## config.mk

```make
export PLATFORM = sky130hd
export DESIGN_NAME = turfio_cout_serializer_flat
export DESIGN_NICKNAME = d
export VERILOG_FILES = /design/src/rtl/turfio_pkg.sv /design/src/rtl/turfio_cout_serializer_if.sv /design/src/rtl/turfio_word_skid.sv /design/src/rtl/turfio_cout_serializer.sv /design/src/flat_wrapper.sv
export SDC_FILE = /design/constraint.sdc
export NUM_CORES = 1
export LEC_CHECK = 0
export ABC_AREA = 1
export CORE_ASPECT_RATIO = 1.5
export CORE_MARGIN = 3
export CORE_UTILIZATION = 35
export CTS_BUF_LIST = sky130_fd_sc_hd__clkbuf_16
export CTS_CLUSTER_DIAMETER = 60
export DETAILED_ROUTE_END_ITERATION = 7
export DONT_BUFFER_PORTS = 1
export GPL_TIMING_DRIVEN = 0
export SLEW_MARGIN = 5
export SYNTH_ARGS = -nofsm -noshare
export SYNTH_HDL_FRONTEND = slang
export SYNTH_SLANG_ARGS = --single-unit
```

## constraint.sdc

```tcl
create_clock -name aclk_i -period 1.4 [get_ports aclk_i]
set_clock_uncertainty 0.1 [all_clocks]
set_input_delay 0.07 -clock aclk_i [delete_from_list [all_inputs] [get_ports aclk_i]]
set_output_delay 0.07 -clock aclk_i [all_outputs]
set_load 0.1 [all_outputs]
```

## src/rtl/turfio_pkg.sv

```systemverilog
// Constants and types shared by the TURFIO command paths (COUT serializer, CIN parallelizer).
package turfio_pkg;

  localparam int unsigned NIBBLES_PER_WORD = 8;
  localparam int unsigned NIBBLE_CNT_W     = $clog2(NIBBLES_PER_WORD);

  localparam logic [31:0] TRAIN_PATTERN_DEFAULT = 32'hA55A6996;
  localparam logic [31:0] IDLE_WORD_DEFAULT     = 32'h00000000;

  typedef logic [3:0]  nibble_t;
  typedef logic [31:0] word_t;

  // Nibble that leaves first for a given bit order.
  function automatic nibble_t first_nibble(input word_t w, input logic msb_first);
    return msb_first ? w[31:28] : w[3:0];
  endfunction

endpackage

```

## src/rtl/turfio_cout_serializer_if.sv

```systemverilog
// Handshake and output bundle of the COUT serializer.
interface turfio_cout_serializer_if;
  import turfio_pkg::*;

  logic    ce_i;
  logic    align_i;
  logic    train_en_i;
  word_t   response_i;
  logic    response_valid_i;
  logic    response_ready_o;
  nibble_t cout_o;
  logic    cout_valid_o;
  logic    word_start_o;
  logic    overflow_o;
  logic    abort_o;

  // Producer / controller side.
  modport master (
    output ce_i, align_i, train_en_i, response_i, response_valid_i,
    input  response_ready_o, cout_o, cout_valid_o, word_start_o, overflow_o, abort_o
  );

  // Serializer side.
  modport slave (
    input  ce_i, align_i, train_en_i, response_i, response_valid_i,
    output response_ready_o, cout_o, cout_valid_o, word_start_o, overflow_o, abort_o
  );
endinterface

```

## src/rtl/turfio_word_skid.sv

```systemverilog
// One-entry pending buffer for response words, with sticky overflow detection.
module turfio_word_skid
  import turfio_pkg::*;
(
  input  logic  clk,
  input  logic  rst,
  input  word_t in_data,
  input  logic  in_valid,
  output logic  in_ready,
  input  logic  pop,
  output word_t pend_data,
  output logic  pend_full,
  output logic  overflow
);

  word_t data_q, data_d;
  logic  full_q, full_d;
  logic  ovf_q, ovf_d;
  logic  push;

  // A pop in the same cycle frees the slot, so a new word may land immediately.
  assign in_ready = ~full_q | pop;
  assign push     = in_valid & in_ready;

  // Next-state: push overrides pop so a same-cycle refill keeps the buffer full.
  always_comb begin
    data_d = data_q;
    full_d = full_q;
    ovf_d  = ovf_q;
    if (push) begin
      data_d = in_data;
      full_d = 1'b1;
    end else if (pop) begin
      full_d = 1'b0;
    end
    if (in_valid && !in_ready) begin
      ovf_d = 1'b1;
    end
  end

  // State registers with synchronous reset.
  always_ff @(posedge clk) begin
    if (rst) begin
      data_q <= '0;
      full_q <= 1'b0;
      ovf_q  <= 1'b0;
    end else begin
      data_q <= data_d;
      full_q <= full_d;
      ovf_q  <= ovf_d;
    end
  end

  assign pend_data = data_q;
  assign pend_full = full_q;
  assign overflow  = ovf_q;

endmodule

```

## src/rtl/turfio_cout_serializer.sv

```systemverilog
// Serializes 32-bit response words into nibbles, one per ce strobe, inserting
// idle or training words so the far end can lock and bitslip COUT.
module turfio_cout_serializer
  import turfio_pkg::*;
#(
  parameter logic [31:0] TRAIN_PATTERN = TRAIN_PATTERN_DEFAULT,
  parameter logic [31:0] IDLE_WORD     = IDLE_WORD_DEFAULT,
  parameter bit          MSB_FIRST     = 1'b1
) (
  input logic                     aclk_i,
  input logic                     aclk_rst_i,
  turfio_cout_serializer_if.slave bus
);

  logic [NIBBLE_CNT_W-1:0] nibble_cnt_q;
  word_t                   shreg_q;
  nibble_t                 cout_q;
  logic                    cout_valid_q;
  logic                    word_start_q;
  logic                    abort_q;

  logic                    boundary;
  logic                    load_now;
  logic                    pend_full;
  logic                    overflow;
  word_t                   pend_data;
  word_t                   next_word;

  assign boundary = bus.ce_i & ((nibble_cnt_q == '0) | bus.align_i);
  // Training words never come from the buffer, so the buffer is only drained when not training.
  assign load_now = boundary & ~bus.train_en_i;

  turfio_word_skid u_skid (
    .clk       (aclk_i),
    .rst       (aclk_rst_i),
    .in_data   (bus.response_i),
    .in_valid  (bus.response_valid_i),
    .in_ready  (bus.response_ready_o),
    .pop       (load_now),
    .pend_data (pend_data),
    .pend_full (pend_full),
    .overflow  (overflow)
  );

  // Word chosen at a boundary: training beats pending data beats idle.
  always_comb begin
    next_word = IDLE_WORD;
    if (bus.train_en_i) begin
      next_word = TRAIN_PATTERN;
    end else if (pend_full) begin
      next_word = pend_data;
    end
  end

  // Nibble shifter, counter and registered output strobes.
  always_ff @(posedge aclk_i) begin
    if (aclk_rst_i) begin
      nibble_cnt_q <= '0;
      shreg_q      <= '0;
      cout_q       <= '0;
      cout_valid_q <= 1'b0;
      word_start_q <= 1'b0;
      abort_q      <= 1'b0;
    end else begin
      cout_valid_q <= bus.ce_i;
      word_start_q <= boundary;
      if (boundary) begin
        cout_q       <= first_nibble(next_word, MSB_FIRST);
        shreg_q      <= MSB_FIRST ? (next_word << 4) : (next_word >> 4);
        nibble_cnt_q <= NIBBLE_CNT_W'(1);
        // An align in mid-word cuts the current word short.
        if (bus.align_i && (nibble_cnt_q != '0)) begin
          abort_q <= 1'b1;
        end
      end else if (bus.ce_i) begin
        cout_q       <= MSB_FIRST ? shreg_q[31:28] : shreg_q[3:0];
        shreg_q      <= MSB_FIRST ? (shreg_q << 4) : (shreg_q >> 4);
        nibble_cnt_q <= nibble_cnt_q + NIBBLE_CNT_W'(1);
      end
    end
  end

  assign bus.cout_o       = cout_q;
  assign bus.cout_valid_o = cout_valid_q;
  assign bus.word_start_o = word_start_q;
  assign bus.overflow_o   = overflow;
  assign bus.abort_o      = abort_q;

endmodule

```

## src/flat_wrapper.sv

```systemverilog
// flat-port wrapper written by rule: the top's interface ports become plain ports
module turfio_cout_serializer_flat import turfio_pkg::*;
#(
  parameter logic [31:0] TRAIN_PATTERN = TRAIN_PATTERN_DEFAULT,
  parameter logic [31:0] IDLE_WORD     = IDLE_WORD_DEFAULT,
  parameter bit          MSB_FIRST     = 1'b1
)
  (aclk_i, aclk_rst_i, bus_ce_i, bus_align_i, bus_train_en_i, bus_response_i, bus_response_valid_i, bus_response_ready_o, bus_cout_o, bus_cout_valid_o, bus_word_start_o, bus_overflow_o, bus_abort_o);
  turfio_cout_serializer_if bus_i ();
  input logic aclk_i;
  input logic aclk_rst_i;
  input wire logic [$bits(bus_i.ce_i)-1:0] bus_ce_i;
  input wire logic [$bits(bus_i.align_i)-1:0] bus_align_i;
  input wire logic [$bits(bus_i.train_en_i)-1:0] bus_train_en_i;
  input wire logic [$bits(bus_i.response_i)-1:0] bus_response_i;
  input wire logic [$bits(bus_i.response_valid_i)-1:0] bus_response_valid_i;
  output wire logic [$bits(bus_i.response_ready_o)-1:0] bus_response_ready_o;
  output wire logic [$bits(bus_i.cout_o)-1:0] bus_cout_o;
  output wire logic [$bits(bus_i.cout_valid_o)-1:0] bus_cout_valid_o;
  output wire logic [$bits(bus_i.word_start_o)-1:0] bus_word_start_o;
  output wire logic [$bits(bus_i.overflow_o)-1:0] bus_overflow_o;
  output wire logic [$bits(bus_i.abort_o)-1:0] bus_abort_o;
  assign bus_i.ce_i = bus_ce_i;
  assign bus_i.align_i = bus_align_i;
  assign bus_i.train_en_i = bus_train_en_i;
  assign bus_i.response_i = bus_response_i;
  assign bus_i.response_valid_i = bus_response_valid_i;
  assign bus_response_ready_o = bus_i.response_ready_o;
  assign bus_cout_o = bus_i.cout_o;
  assign bus_cout_valid_o = bus_i.cout_valid_o;
  assign bus_word_start_o = bus_i.word_start_o;
  assign bus_overflow_o = bus_i.overflow_o;
  assign bus_abort_o = bus_i.abort_o;
  turfio_cout_serializer #(.TRAIN_PATTERN(TRAIN_PATTERN), .IDLE_WORD(IDLE_WORD), .MSB_FIRST(MSB_FIRST)) u_core (.aclk_i(aclk_i), .aclk_rst_i(aclk_rst_i), .bus(bus_i));
endmodule
```

==> impl_results.md <==
* Sequential cell area at about 0.0015 mm^2
* Clock root cell: clkbuf_16
* H-tree Lvls at 3
* Required time worst endpoint at 1230 ps
* M1 GR Usage at 0.204
* HPWL after detailed placement at approximately 6600 um
* Max-slew violation count at 0
* CP max stage delay at 330 ps
* Met2 Use GR at 0.354
* Max Cap Violations at 0
* Non-Filler Instances at 662
* TritonCTS clock tree: done
* Violated checks: setup timing
* Final worst path period need at 1700 ps
* Gr ovfl total at 0
* Antenna viol nets, final at 0
* Worst vdd ir at 0.823 mV
* Synth cell types at 19
* I/O Buffers at 0
* Largest net degree at the start of global routing at 12
* Critical Setup Path Class: flip-flop to output port
* Initial Util at 0.366
* Finished Core Util at 0.540
* Slew of the pin with the lowest slew margin at 930 ps
* Setup TNS at -13410 ps
* Critical path launch point: u_core.nibble_cnt_q[1]
* Yosys reg bits at 72
* Post-route DRC at 0
* TritonCTS Buffers at 9
* RSZ-0062 raised after global routing: true
* CP Cell Sequence: inv_2, ha_4, nand3_4, nand2_4, nand2_4, nand2_4, buf_12, buf_16
* Core box area at between 0.008 and 0.009 mm^2
* Nets@finish at 587
* 1st-iter DRT viols at about 180
* Area growth from synthesis to layout at 47.5%
* Sequential fraction of the synthesis area at 0.438
* Syn_area_per_cell at 6.93 um^2
* Met3 Track Usage GR at 0.0377
* Initial antenna violation count at 0
* Hold Crit Depth at 2
* DRT Wirelength at 10000 um
* Busiest grt layer: met2
* CP startpoint kind: flip-flop
* ANT cells at 0
* Die Area at 0.0106 mm^2
* Die height at between 100 and 150 um
* PD cells at approximately 1200 mW/mm^2
* First-pass GRT wire length at 16300 um
* Run status: finished, violations left
* Critical-path top delay cell: dfxtp_2
* Mapped Area at 0.00329 mm^2
* Area after DPL at around 0.0035 mm^2
* Yosys warns at 0
* Rows at between 40 and 50
* Tot Pwr at around 5.7 mW
* R2R Path End: u_core.u_skid.pend_data[18]
* CP Capture Type: output port
* CP Max Fanout at 6
* CP Depth at 8
* Setup ws final at -297 ps
* Wire per inst at between 15 and 20 um
* Fin crit share at 1.21
* Flop2flop setup slack at -290 ps
* Clock-pin slew on the worst setup and hold paths at ~50 ps
* Worst R2R Start: u_core.nibble_cnt_q[1]
* Fillcell total at roughly 820
* Clock Path Buffers at 2
* Worst reg-to-reg path cell count at 11
* Commonest non-fill, non-tap cell in the layout: nand2_1
* Die X at around 85 um
* Hold crit path type: input port to flip-flop
* Worst skew pair latency at 340 ps
* Max-slew headroom at 0.380
* Critical path arrival at around 1500 ps
* Vias per Instance at between 5 and 6
* CP top delay family: buffers and inverters
* IO Pins at 47
* CP endpoint: bus_response_ready_o
* Total number of vias at 3342
* Max Clock Freq at a little under 600 MHz
* Synthesized instance count at around 480
* Most frequent cells in the layout: 96 x nand2_1, 62 x dfxtp_1, 50 x inv_1, 48 x nand3_1
* GPL Wtd Cong at around 0.84
* Fin area at roughly 0.0049 mm^2
* Lkg Pwr at around 2.1 nW
* Ratio of cells with drive above 1 in the final layout at 0.264
* Final Setup Violations at between 70 and 80
* Placed Cells at between 500 and 600
* Vias in the first global route at 3465
* Total track usage at 0.194
* Syn Nets at about 500
* Cell mode on critical path: nand2_4
* # clock sinks at slightly above 70
* Final Hold Fails at 0
* First drt pass iteration count at 4
* WP buf/inv at 3
* Footprint of the multi-input gates at between 0.0015 and 0.002 mm^2
[sequential cells by signal, summed over array words and instances, names as in the netlist]
signal / flops
u_core.bus.word_start_o: 1
u_core.u_skid.pend_data: 32
u_core.shreg_q: 28
u_core.bus.cout_o: 4
u_core.bus.cout_valid_o: 1
u_core.nibble_cnt_q: 3
u_core.u_skid.pend_full: 1
u_core.u_skid.overflow: 1
u_core.bus.abort_o: 1
[where the power goes]
part / internal (mW) / total (mW) / switching (mW)
sequential: 2.21 / 2.45 / 0.235
combinational: 0.519 / 1.09 / 0.571
clock: 1.35 / 2.17 / 0.828
total: 4.08 / 5.71 / 1.63
[through the flow]
stage          setup WS (ps)  hold slack, ps
6_report                -297            36.5
5_1_grt                 -358            67.9
4_1_cts                 -277            18.7
3_5_place_dp            -328            46.3
3_3_place_gp            -324            44.7
2_1_floorplan           -108            41.8
[final cells by class]
class | instances | share of cell area
Sequential cell | 72 | 0.300
Clock buffer | 9 | 0.0464
Inverter | 51 | 0.0410
Timing Repair Buffer | 64 | 0.147
Multi-Input combinational cell | 315 | 0.376
Clock inverter | 7 | 0.0113
Tap cell | 110 | 0.0284
Buffer | 34 | 0.0505
[logic make-up after synthesis]
kind of cell    count (synthesis)  share of synthesized area
fa+ha+maj                       2                    0.00760
simple gates                  207                      0.264
compound gates                106                      0.175
flops                          72                      0.438
buf+inv                        88                      0.116
[worst min path at each step]
stage / from / to
after global routing: aclk_rst_i / u_core.bus.abort_o
after detailed placement: aclk_rst_i / u_core.nibble_cnt_q[1]
after CTS: bus_ce_i / u_core.bus.cout_o[3]
after global placement: aclk_rst_i / u_core.nibble_cnt_q[1]
after floorplan: aclk_rst_i / u_core.nibble_cnt_q[1]
final: aclk_rst_i / u_core.bus.abort_o
[metal layers]
metal | wire (um) | vias up | part of all wire
met3 | 415 | 16 | 0.041
met2 | 5540 | 81 | 0.55
met4 | 301 | 0 | 0.030
li1 | - | 1675 | -
met5 | 0 | - | 0
met1 | 3760 | 1570 | 0.38
[cell usage after synthesis]
library cell / n / area (um^2)
dfxtp_1: 72 / 1440
ha_1: 2 / 25.0
o21ai_0: 22 / 110
inv_2: 1 / 3.75
nand2_2: 3 / 18.8
a31oi_1: 1 / 6.26
a211oi_1: 1 / 7.51
nand3_1: 67 / 335
buf_1: 2 / 7.51
a21oi_2: 10 / 87.6
a21oi_1: 71 / 355
clkbuf_1: 20 / 75.1
nand2_1: 101 / 379
buf_2: 10 / 50.1
inv_1: 50 / 188
nor3_1: 1 / 5.00
buf_6: 5 / 56.3
nor2_1: 35 / 131
o31ai_1: 1 / 7.51
[repair_timing]
| action | CTS | global route |
|---|---|---|
| buffers inserted | 19 | 6 |
| hold buffers | 35 | 0 |
| pin swaps | 16 | 26 |
| hold endpoints to repair | 38 | 0 |
| setup endpoints to repair | 75 | 70 |
| gates resized for setup | 67 | 48 |
| gates cloned | 5 | 2 |
No activity file was read; power rests on OpenSTA's default activity.
